[src/rtl/motor_pwm.sv]
// H-bridge PWM driver: period counter, once-per-period command sample, dead-time on reversal.
// Gates are registered one cycle behind the counter compare.
module motor_pwm #(
   parameter int PERIOD      = 1000,
   parameter int MAX_DUTY    = 950,
   parameter int DEAD_CYCLES = 50
) (
   input  logic               clk,
   input  logic               rst,
   input  logic               en,
   input  logic signed [15:0] Motor,
   output logic               pwm_a,
   output logic               pwm_b,
   output logic               dir,
   output logic               sat,
   output logic               period_tick
);

   typedef enum logic [1:0] {ST_STOP, ST_FWD, ST_REV, ST_DEAD} state_t;

   localparam logic [15:0] CNT_LAST  = 16'(PERIOD - 1);
   localparam logic [15:0] DEAD_LAST = 16'(DEAD_CYCLES - 1);
   localparam logic [16:0] MAX_D17   = 17'(MAX_DUTY);

   logic [15:0] cnt_q, cnt_d;
   logic [15:0] dead_q, dead_d;
   logic [15:0] duty_q, duty_d;
   state_t      state_q, state_d;
   state_t      tgt_q, tgt_d;
   logic        pwm_a_q, pwm_a_d;
   logic        pwm_b_q, pwm_b_d;
   logic        dir_q, dir_d;
   logic        sat_q, sat_d;

   logic        sample;
   logic [16:0] mot_ext;
   logic [16:0] mag;
   logic        clip;
   logic [15:0] duty_new;
   state_t      sign_tgt;

   // Magnitude in 17 bits so that -32768 maps to +32768 without wrapping.
   always_comb begin
      sample   = (cnt_q == CNT_LAST);
      mot_ext  = {Motor[15], Motor};
      mag      = Motor[15] ? (~mot_ext + 17'd1) : mot_ext;
      clip     = (mag > MAX_D17);
      duty_new = clip ? MAX_D17[15:0] : mag[15:0];
      if (Motor == 16'sd0) begin
         sign_tgt = ST_STOP;
      end else if (Motor[15]) begin
         sign_tgt = ST_REV;
      end else begin
         sign_tgt = ST_FWD;
      end
   end

   always_comb begin
      cnt_d   = sample ? 16'd0 : 16'(cnt_q + 16'd1);
      state_d = state_q;
      tgt_d   = tgt_q;
      dead_d  = dead_q;
      duty_d  = duty_q;
      sat_d   = sat_q;
      dir_d   = dir_q;

      if (!en) begin
         state_d = ST_STOP;
         tgt_d   = ST_STOP;
         dead_d  = 16'd0;
         duty_d  = 16'd0;
      end else begin
         if (state_q == ST_DEAD) begin
            dead_d = 16'(dead_q + 16'd1);
         end
         if (sample) begin
            duty_d = duty_new;
            sat_d  = clip;
            tgt_d  = sign_tgt;
         end
         case (state_q)
            ST_STOP: begin
               if (sample) begin
                  state_d = sign_tgt;
               end
            end
            ST_FWD, ST_REV: begin
               if (sample) begin
                  if (sign_tgt == ST_STOP) begin
                     state_d = ST_STOP;
                  end else if (sign_tgt != state_q) begin
                     state_d = ST_DEAD;
                     dead_d  = 16'd0;
                  end
               end
            end
            ST_DEAD: begin
               // A new sample retargets the reversal but keeps the dead interval running.
               if (sample && sign_tgt == ST_STOP) begin
                  state_d = ST_STOP;
               end else if (dead_q == DEAD_LAST) begin
                  state_d = tgt_d;
               end
            end
            default: state_d = ST_STOP;
         endcase
      end

      if (state_d == ST_FWD) begin
         dir_d = 1'b0;
      end else if (state_d == ST_REV) begin
         dir_d = 1'b1;
      end

      pwm_a_d = en && (state_q == ST_FWD) && (cnt_q < duty_q);
      pwm_b_d = en && (state_q == ST_REV) && (cnt_q < duty_q);
   end

   always_ff @(posedge clk or posedge rst) begin
      if (rst) begin
         cnt_q   <= 16'd0;
         dead_q  <= 16'd0;
         duty_q  <= 16'd0;
         state_q <= ST_STOP;
         tgt_q   <= ST_STOP;
         pwm_a_q <= 1'b0;
         pwm_b_q <= 1'b0;
         dir_q   <= 1'b0;
         sat_q   <= 1'b0;
      end else begin
         cnt_q   <= cnt_d;
         dead_q  <= dead_d;
         duty_q  <= duty_d;
         state_q <= state_d;
         tgt_q   <= tgt_d;
         pwm_a_q <= pwm_a_d;
         pwm_b_q <= pwm_b_d;
         dir_q   <= dir_d;
         sat_q   <= sat_d;
      end
   end

   assign pwm_a       = pwm_a_q;
   assign pwm_b       = pwm_b_q;
   assign dir         = dir_q;
   assign sat         = sat_q;
   assign period_tick = (cnt_q == CNT_LAST);

endmodule

[config.mk]
export PLATFORM = sky130hd
export DESIGN_NAME = motor_pwm
export DESIGN_NICKNAME = d
export VERILOG_FILES = /design/src/rtl/motor_pwm.sv
export SDC_FILE = /design/constraint.sdc
export NUM_CORES = 1
export LEC_CHECK = 0
export BUFFER_PORTS_ARGS = -buffer_cell sky130_fd_sc_hd__buf_2
export CORE_MARGIN = 1.5
export CORE_UTILIZATION = 40
export DETAILED_ROUTE_END_ITERATION = 10
export SLEW_MARGIN = 10
export SYNTH_ARGS = -nofsm -noshare
export SYNTH_HDL_FRONTEND = slang
export SYNTH_SLANG_ARGS = --single-unit
[constraint.sdc]
create_clock -name clk -period 2.7 [get_ports clk]
set_clock_uncertainty 0.2 [all_clocks]
set_input_delay 0.54 -clock clk [delete_from_list [all_inputs] [get_ports clk]]
set_output_delay 0.54 -clock clk [all_outputs]
set_load 0.1 [all_outputs]
==> summary.txt, run 1 <==
Yosys
  – Asr flop ratio synth: 100%
  – Cell accounting for the most synthesized area: dfrtp_1
  – Synth warn: 0
  – Synth cell types: 54
  – Ranking of synthesized cells by area: dfrtp_1 (40%), ha_1 (8.6%), xor2_1 (5.0%), nor2_1 (4.5%), xnor2_1 (4.5%)
  – Mapped cell area: about 3500 um2
  – Sequential area share after synthesis: 40.1%
  – Synth Net Count: ~420
  – FF+latch count, synth: 56
  – Mapped Cells: around 380
  – Number of enable flip-flop cells after synthesis: 0
  – Post-synth top area share: approximately two fifths
  – Synthesized area per cell: roughly 9 um2
  – Post-synth top flop: dfrtp_1

Timing
  – Setup violators final: 0
  – Slew headroom: 60.1%
  – Fin crit period: roughly 2.6 ns
  – F_max: roughly 380 MHz
  – Tcrit/Tclk final: 96.9%
  – Worst-Margin Slew: approximately 0.59 ns
  – Final Worst Setup Slack: approximately 0.083 ns
  – Sum Neg Setup Slack: 0 ns
  – Unrepaired setup endpoints after global routing: no
  – Final Max Tran Viols: 0
  – Worst hold slack: a little over 0.06 ns
  – Endpoints failing hold: 0

Finish
  – Area Overhead vs Synth: 22.6%
  – Footprint of the multi-input gates: 2030 um2
  – Layout cells sized above 1: a little under a quarter
  – Filler Cell Count: approximately 810
  – FF/Latch Area: 1400 um2
  – Fin nets: 488
  – Diode count: 0
  – Commonest cells after routing, fill and taps aside: dfrtp_1 (56), buf_4 (48), nor2_1 (42), ha_1 (22), buf_2 (22)
  – Commonest non-fill, non-tap cell in the layout: dfrtp_1

Die
  – IO Pins: 24
  – Initial Utilization: 41.9%
  – Core area: roughly 8300 um2
  – Die area: 9310 um2
  – Die W: between 90 and 100 um
  – FP Rows: 33
  – Die Height: between 90 and 100 um

Route
  – Drc violations: 0
  – Final WL: approximately 7400 um
  – Via density: ~5.3
  – Number of routed nets with antenna violations: 0
  – WL per Instance: ~13 um
  – Vias post-DR: slightly below 3000
  – Initial DRC Count: between 90 and 100
  – TritonRoute pass-1 iters: 4

Status
  – Status: completed

Setup path
  – Worst Path Required: between 2 and 3 ns
  – Worst setup EP type: flip-flop
  – CP top delay family: simple AND/OR/NAND/NOR gates
  – Buf+Inv Stages, Crit Path: 0
  – Max stage delay on crit path: around 0.53 ns
  – FF-to-FF End: dir$_DFFE_PP0P_
  – Critical Path Source Type: flip-flop
  – Critical-path maximum fanout: 2
  – R2r setup slk: ~0.083 ns
  – CP arrival: 2.63 ns
  – Critical Path Slowest Stage Cell: or4_1
  – Start point of the critical path: dead_q[13]$_DFF_PP0_
  – Reg-to-reg startpoint: dead_q[13]$_DFF_PP0_
  – Worst path cell trace: or4_1 -> nor3_1 -> nand4_1 -> o22ai_2 -> a31oi_2 -> o32a_1 -> ha_1 -> nand2_1 -> o21ai_1
  – WS Path Type: reg -> reg
  – Reg2Reg Depth: 9

Power and ir drop
  – Clock share of power: between 20 and 30%
  – Reg power frac: 54.2%
  – Sw Pwr: 457 uW
  – Leak: between 1.5 and 2 nW
  – Maximum VDD drop: 0.000255 V
  – Comb power frac: between 10% and 20%
  – Cell Int Power: about 1.1 mW
  – PwrDens: between 300 and 400 nW/um2
  – Sw frac: 28.9%

Global route
  – Antenna violations before repair: 0
  – Congestion Overflow GR: 0
  – Vias in the first global route: ~2800
  – Largest net degree at the start of global routing: 28
  – All-Layer GR Usage: 17.6%
  – First-pass GRT wire length: roughly 13000 um

Clock tree
  – CTS root buf: clkbuf_8
  – CTS tree: yes
  – Clock input transition at the sequential cells of the worst setup and hold paths: approximately 0.11 ns
  – Num CTS Buffers: 5
  – Worst-Skew Late Latency: 0.32 ns
  – CTS sink cnt: 56
  – Max Buffers Root-to-Sink: 2
  – H-tree Lvls: 2
  – Cts hold-fix bufs: 0

Placed design
  – Count of input and output buffers: 23
  – RD Place Congestion: 0.779
  – HPWL Detailed: approximately 5700 um
  – Pre-CTS setup slack: -0.269 ns

Run
  – Maxcap violations: 0

Worst hold path
  – Hold Path Class: in -> async
-- worst max path at each step --
stage | to | slack (ns) | cells after the start
floorplan | dir$_DFFE_PP0P_ | 0.003 | 11
global placement | dir$_DFFE_PP0P_ | -0.17 | 12
detailed placement | dir$_DFFE_PP0P_ | -0.27 | 12
CTS | period_tick | 0.02 | 8
global route | dir$_DFFE_PP0P_ | 0.003 | 9
finish | dir$_DFFE_PP0P_ | 0.08 | 9
-- final cells by class --
| type | count | area share (%) |
|---|---|---|
| inverter | 24 | 2.16 |
| clock inverter | 3 | 0.525 |
| multi-input combinational | 283 | 47.3 |
| sequential | 56 | 32.7 |
| timing repair buffer | 75 | 12.7 |
| tap | 105 | 3.06 |
| clock buffer | 5 | 1.61 |
-- Yosys cell counts (all sizes together), types with 2 or more instances --
cell type / number
o41ai: 3
xor2: 20
nor4: 4
or4: 2
nor4b: 2
and4b: 2
a21o: 4
and4: 3
a21oi: 14
o31ai: 5
xnor2: 18
nor2b: 8
nand4: 10
or3: 4
and2: 3
nor2: 42
or2: 2
buf: 5
o22ai: 2
o21ai: 17
nand3: 16
clkbuf: 10
and3: 13
mux2i: 3
ha: 24
nor3: 9
dfrtp: 56
nand2b: 5
a32o: 2
a211oi: 2
nand3b: 2
a31oi: 8
nand2: 16
inv: 24
nand4b: 3
-- power by group through the flow --
stage / logic [mW] / registers [mW] / clock network [mW]
after detailed placement: 0.250 / 0.872 / 0
after global routing: 0.278 / 0.857 / 0.518
after global placement: 0.246 / 0.872 / 0
final: 0.254 / 0.855 / 0.469
after CTS: 0.251 / 0.855 / 0.485
after floorplan: 0.103 / 0.927 / 0
-- metrics by stage --
| step | util [%] | area, um2 | cells | total power [mW] |
|---|---|---|---|---|
| 5_1_grt | 51.4 | 4290 | 551 | 1.65 |
| 4_1_cts | 50.4 | 4200 | 550 | 1.59 |
| 3_3_place_gp | 49.1 | 4100 | 541 | 1.12 |
| 2_1_floorplan | - | 3510 | 378 | 1.03 |
| 6_report | 51.4 | 4290 | 551 | 1.58 |
| 3_5_place_dp | 49.1 | 4100 | 541 | 1.12 |
-- repair_timing --
item / CTS / global route
endpoints found under the hold margin: 0 / 0
resized for setup: 1 / 18
pin swaps: 1 / 9
endpoints found under the setup margin: 1 / 5
buffers inserted: 1 / 1
-- logic make-up (layout without fill, tap and decap cells) --
family | count (synthesis) | after routing | synth area share, %
AO/OA/AOI/OAI | 68 | 68 | 13.5
XOR/XNOR | 38 | 38 | 9.52
adder cells (fa/ha/maj) | 24 | 24 | 8.59
buffers and inverters | 39 | 107 | 4.33
flip-flops | 56 | 56 | 40.1
multiplexers | 4 | 4 | 1.18
AND/OR/NAND/NOR | 149 | 149 | 22.8
-- sequential cells by signal, summed over array words and instances (netlist names) --
name     count
cnt_q       16
dead_q      16
dir          1
duty_q      16
pwm_a        1
pwm_b        1
sat          1
state_q      2
tgt_q        2
-- layer usage --
layer  part of all wire, %  track usage (%)
met4                   1.2             4.71
met2                    45             28.3
met5                     0                0
met1                    52             25.0
met3                   1.9             2.19
Power figures use the tool's default switching activity.
==> run 2, diff against run 1 <==
--- a/config.mk
+++ b/config.mk
@@ -9,6 +9,7 @@
 export CORE_MARGIN = 1.5
 export CORE_UTILIZATION = 40
 export DETAILED_ROUTE_END_ITERATION = 10
+export SETUP_SLACK_MARGIN = 0.4
 export SLEW_MARGIN = 10
 export SYNTH_ARGS = -nofsm -noshare
 export SYNTH_HDL_FRONTEND = slang
==> run 2 against run 1 <==
  * Clock power grew 19%
  * Sequential power is essentially flat
  * Flip-flop and latch count did not move
  * Clock-buffer cell count stayed put
  * First-iteration DRC count increased by 29%
  * Critical endpoint is now period_tick
  * Largest cell class unchanged
==> summary.txt, run 2 (synthesis gave the netlist of run 1 again) <==
Setup path
  – Critical Path Source Type: flip-flop
  – WS Path Type: reg -> out
  – Reg-to-reg startpoint: cnt_q[0]$_DFF_PP0_
  – Reg2Reg Depth: 11
  – Crit path to: period_tick
  – Worst setup EP type: output pin
  – FF-to-FF End: dir$_DFFE_PP0P_
  – CP arrival: 1.87 ns
  – Start point of the critical path: cnt_q[0]$_DFF_PP0_
  – R2r setup slk: ~0.10 ns
  – Worst Path Required: about 2 ns
  – Critical-path maximum fanout: 3

Finish
  – Area Overhead vs Synth: 27.8%
  – Commonest cells after routing, fill and taps aside: dfrtp_1 (56), buf_4 (47), nor2_1 (42), ha_1 (22)
  – Layout cells sized above 1: 26.0%
  – Diode count: 0
  – Largest regs: cnt_q: 16 flops, dead_q: 16 flops, duty_q: 16 flops
  – Fin nets: roughly 490
  – Design area: 4470 um2
  – Commonest non-fill, non-tap cell in the layout: dfrtp_1

Timing
  – Worst-Margin Slew: ~0.52 ns
  – Final Max Tran Viols: 0
  – Slew headroom: about two thirds
  – Unrepaired setup endpoints after global routing: yes
  – Fin crit period: approximately 2.6 ns
  – Endpoints failing hold: 0
  – Setup violators final: 0
  – F_max: around 380 MHz
  – Tcrit/Tclk final: a little over nine tenths
  – Sum Neg Setup Slack: 0 ns
  – Final Worst Setup Slack: 0.0913 ns

Route
  – Vias post-DR: about 2900
  – Drc violations: 0
  – Number of routed nets with antenna violations: 0
  – Initial DRC Count: approximately 120
  – TritonRoute pass-1 iters: 4
  – Via density: around 5.2
  – Final WL: 7470 um
  – WL per Instance: 13.6 um

Clock tree
  – Num CTS Buffers: 5
  – Clock input transition at the sequential cells of the worst setup and hold paths: around 0.11 ns
  – CTS sink cnt: between 50 and 60
  – H-tree Lvls: 2
  – Cts hold-fix bufs: 0
  – Max Buffers Root-to-Sink: 2
  – CTS tree: yes
  – CTS root buf: clkbuf_8
  – Worst-Skew Late Latency: approximately 0.31 ns

Placed design
  – Count of input and output buffers: 23
  – RD Place Congestion: ~0.84
  – HPWL Detailed: about 5700 um
  – Dpl cell area: roughly 4100 um2
  – Pre-CTS setup slack: -0.198 ns

Die
  – IO Pins: 24
  – Initial Utilization: between 40% and 50%
  – Die Height: slightly below 100 um
  – Core area: about 8300 um2
  – FP Rows: 33
  – Die W: 96.5 um
  – Die area: a little over 9000 um2

Power and ir drop
  – Sw Pwr: between 400 and 500 uW
  – PwrDens: 377 nW/um2
  – Clock share of power: 33.1%
  – Leak: 1.97 nW
  – Sw frac: 27.5%
  – Comb power frac: approximately 16%
  – Cell Int Power: between 1 and 1.5 mW
  – Reg power frac: approximately 51%
  – Maximum VDD drop: ~0.00036 V

Global route
  – Antenna violations before repair: 0
  – First-pass GRT wire length: ~13000 um
  – Congestion Overflow GR: 0
  – All-Layer GR Usage: 17.5%
  – Vias in the first global route: 2663
  – Largest net degree at the start of global routing: 27

Run
  – Maxcap violations: 0

Worst hold path
  – Hold Path Class: in -> async

Status
  – Status: completed
## run 2: cell types whose count changed in the layout (fill, tap and decap cells not counted), moves of 3 or more
cell,delta
buf_2,-3
buf_6,+3
o31ai_1,-3
o31ai_2,+3
## run 2: critical path, stage by stage, from the launching register on
cell     delay (ns)
dfrtp_1        0.41
ha_4           0.15
and4_4         0.21
nand4_1        0.16
buf_4          0.20
buf_6          0.11
inv_4          0.05
buf_6          0.11
buf_12         0.17
## run 2: cell type report
type	instances	area (um2)
sequential	56	1400
timing repair buffer	75	566
tap	105	131
clock buffer	5	68.8
inverter	24	110
multi-input combinational	283	2140
fill	778	3870
clock inverter	3	46.3
## run 2: power by group through the flow
stage / logic (mW) / clock network, mW / registers [mW]
floorplan: 0.115 / 0 / 0.927
global placement: 0.252 / 0 / 0.872
detailed placement: 0.255 / 0 / 0.871
CTS: 0.258 / 0.582 / 0.855
global route: 0.298 / 0.611 / 0.856
finish: 0.273 / 0.559 / 0.855
## run 2: layer usage
metal | share of wire [%] | GRT usage (%)
met3 | 3.3 | 1.96
met5 | 0 | 0
met4 | 1.6 | 4.71
met1 | 50 | 26.1
met2 | 45 | 27.0
## run 2: through the flow
stage | cells | hold WS [ns] | power (mW) | utilization (%)
6_report | 551 | 0.0459 | 1.69 | 53.6
5_1_grt | 551 | 0.100 | 1.76 | 53.6
4_1_cts | 543 | 0.0668 | 1.70 | 51.2
3_5_place_dp | 531 | 0.275 | 1.13 | 48.8
3_3_place_gp | 531 | 0.284 | 1.12 | 48.8
2_1_floorplan | 378 | 0.273 | 1.04 | -
## run 2: worst min-delay path by stage
stage / cells past startpoint / endpoint / slack [ns] / from
finish: 2 / pwm_a$_DFF_PP0_ / 0.05 / rst
global route: 2 / pwm_a$_DFF_PP0_ / 0.10 / rst
CTS: 2 / pwm_a$_DFF_PP0_ / 0.07 / rst
detailed placement: 2 / dir$_DFFE_PP0P_ / 0.27 / dir$_DFFE_PP0P_
global placement: 2 / dir$_DFFE_PP0P_ / 0.28 / dir$_DFFE_PP0P_
floorplan: 1 / cnt_q[15]$_DFF_PP0_ / 0.27 / cnt_q[15]$_DFF_PP0_
## run 2: what timing repair did
action	CTS	global route
endpoints found under the setup margin	28	30
resized for setup	10	30
pin swaps	4	16
setup buffers	4	8
==> run 3, diff against run 2 <==
--- a/config.mk
+++ b/config.mk
@@ -6,6 +6,7 @@
 export NUM_CORES = 1
 export LEC_CHECK = 0
 export BUFFER_PORTS_ARGS = -buffer_cell sky130_fd_sc_hd__buf_2
+export CORE_ASPECT_RATIO = 0.6
 export CORE_MARGIN = 1.5
 export CORE_UTILIZATION = 40
 export DETAILED_ROUTE_END_ITERATION = 10
==> run 3 against run 2 <==
  * Register-to-register slack better by 0.08 ns
  * Worst setup slack better by 0.090 ns
  * Power is 7.6% higher
  * Cell count is 2.7% higher
  * Sequential power is 0.5% higher
  * Sequential share of layout area is 1.3 points lower
  * Flip-flop and latch count stayed put
==> summary.txt, run 3 (synthesis gave the netlist of run 1 again) <==
Status
  – Status: completed

Global route
  – Vias in the first global route: approximately 2800
  – Largest net degree at the start of global routing: 31
  – First-pass GRT wire length: between 10000 and 15000 um
  – Antenna violations before repair: 1
  – Congestion Overflow GR: 0
  – All-Layer GR Usage: 19.0%

Setup path
  – Critical Path Source Type: flip-flop
  – Worst Path Required: between 2 and 3 ns
  – CP arrival: roughly 2.5 ns
  – Critical-path maximum fanout: 2
  – FF-to-FF End: dir$_DFFE_PP0P_
  – Buf+Inv Stages, Crit Path: 0
  – Max stage delay on crit path: roughly 0.54 ns
  – Critical Path Slowest Stage Cell: or4_1
  – Worst path cell trace: or4_1 -> nor3_2 -> nand4_1 -> o22ai_1 -> a31oi_2 -> o32a_1 -> ha_1 -> nand2_1 -> o21ai_1
  – Reg-to-reg startpoint: dead_q[13]$_DFF_PP0_
  – Worst setup EP type: flip-flop
  – Reg2Reg Depth: 9
  – CP top delay family: simple AND/OR/NAND/NOR gates
  – WS Path Type: reg -> reg
  – R2r setup slk: 0.18 ns

Clock tree
  – Worst-Skew Late Latency: 0.29 ns
  – CTS sink cnt: 56
  – Num CTS Buffers: 5
  – H-tree Lvls: 2
  – Clock input transition at the sequential cells of the worst setup and hold paths: ~0.070 ns
  – Max Buffers Root-to-Sink: 2
  – Cts hold-fix bufs: 0
  – CTS tree: yes
  – CTS root buf: clkbuf_16

Die
  – Die area: ~9300 um2
  – Die Height: 75.4 um
  – IO Pins: 24
  – Die W: between 100 and 150 um
  – Core area: approximately 8500 um2
  – FP Rows: 26
  – Initial Utilization: between 40% and 50%

Worst hold path
  – Hold Path Class: in -> async

Route
  – Vias post-DR: slightly above 3000
  – WL per Instance: approximately 15 um
  – Number of routed nets with antenna violations: 0
  – Final WL: 8580 um
  – TritonRoute pass-1 iters: 4
  – Initial DRC Count: 255
  – Drc violations: 0
  – Via density: 5.39

Placed design
  – Count of input and output buffers: 23
  – HPWL Detailed: roughly 6200 um
  – RD Place Congestion: around 0.83

Timing
  – Worst-Margin Slew: just under 0.7 ns
  – Final Max Tran Viols: 0
  – Tcrit/Tclk final: between 90% and 100%
  – Unrepaired setup endpoints after global routing: yes
  – Slew headroom: between 50% and 60%
  – Fin crit period: 2.52 ns
  – Setup violators final: 0
  – F_max: about 400 MHz
  – Endpoints failing hold: 0
  – Sum Neg Setup Slack: 0 ns

Finish
  – Footprint of the multi-input gates: 2180 um2
  – FF/Latch Area: ~1400 um2
  – Commonest non-fill, non-tap cell in the layout: dfrtp_1
  – Layout cells sized above 1: roughly 29%
  – Fin nets: ~500
  – Area Overhead vs Synth: 33.5%
  – Commonest cells after routing, fill and taps aside: dfrtp_1 (54), buf_4 (53), nor2_1 (41), ha_1 (22), inv_1 (20)
  – Filler Cell Count: 770
  – Largest regs: cnt_q: 16 flops, dead_q: 16 flops, duty_q: 16 flops

Power and ir drop
  – Leak: approximately 2.1 nW
  – PwrDens: 389 nW/um2
  – Maximum VDD drop: approximately 0.0003 V
  – Total power: between 1.5 and 2 mW

Run
  – Maxcap violations: 0
[run 3: how the worst max path moves through the flow]
stage | from | endpoint | slack, ns | depth (start not counted)
after global placement | Motor[1] | dir$_DFFE_PP0P_ | -0.1 | 12
final | dead_q[13]$_DFF_PP0_ | dir$_DFFE_PP0P_ | 0.18 | 9
after CTS | dead_q[13]$_DFF_PP0_ | dir$_DFFE_PP0P_ | 0.18 | 9
after detailed placement | Motor[1] | dir$_DFFE_PP0P_ | -0.16 | 12
after global routing | dead_q[13]$_DFF_PP0_ | dir$_DFFE_PP0P_ | 0.06 | 10
after floorplan | Motor[1] | dir$_DFFE_PP0P_ | 0.16 | 11
[run 3: cell type report]
class | count | area share (%)
Clock buffer | 7 | 3.06
Clock inverter | 1 | 0.161
Tap cell | 112 | 3.00
Timing Repair Buffer | 82 | 14.5
Sequential cell | 56 | 30.1
Inverter | 24 | 2.47
Multi-Input combinational cell | 283 | 46.7
Antenna cell | 1 | 0.0536
[run 3: layer usage]
| metal | routed length (um) | vias to the layer above | GRT usage, % | part of all wire (%) |
|---|---|---|---|---|
| met5 | 0 | - | 0 | 0 |
| met4 | 51 | 0 | 3.45 | 0.59 |
| met3 | 366 | 4 | 4.12 | 4.3 |
| met2 | 3550 | 62 | 26.6 | 41 |
| met1 | 4610 | 1493 | 30.0 | 54 |
| li1 | - | 1490 | - | - |
[run 3: power breakdown]
part	leakage [nW]	switching [mW]	total, mW	internal [mW]
Clock	0.0701	0.296	0.666	0.370
Sequential	0.762	0.0110	0.859	0.848
Combinational	1.24	0.187	0.289	0.102
[run 3: timing repair]
item	in CTS	in global routing
endpoints found under the setup margin	24	26
buffers inserted	1	9
resized for setup	20	28
cloned	1	1
pin swaps	8	10
[run 3: stage by stage]
step / instances / util (%) / worst slack, ns / hold WS [ns] / instance area [um2]
final: 566 / 55.0 / 0.181 / 0.142 / 4670
after global routing: 565 / 54.9 / 0.0602 / 0.195 / 4660
after floorplan: 378 / - / 0.160 / 0.273 / 3610
after detailed placement: 545 / 49.0 / -0.164 / 0.296 / 4160
after global placement: 545 / 49.0 / -0.0977 / 0.297 / 4160
after CTS: 555 / 52.5 / 0.178 / 0.161 / 4460
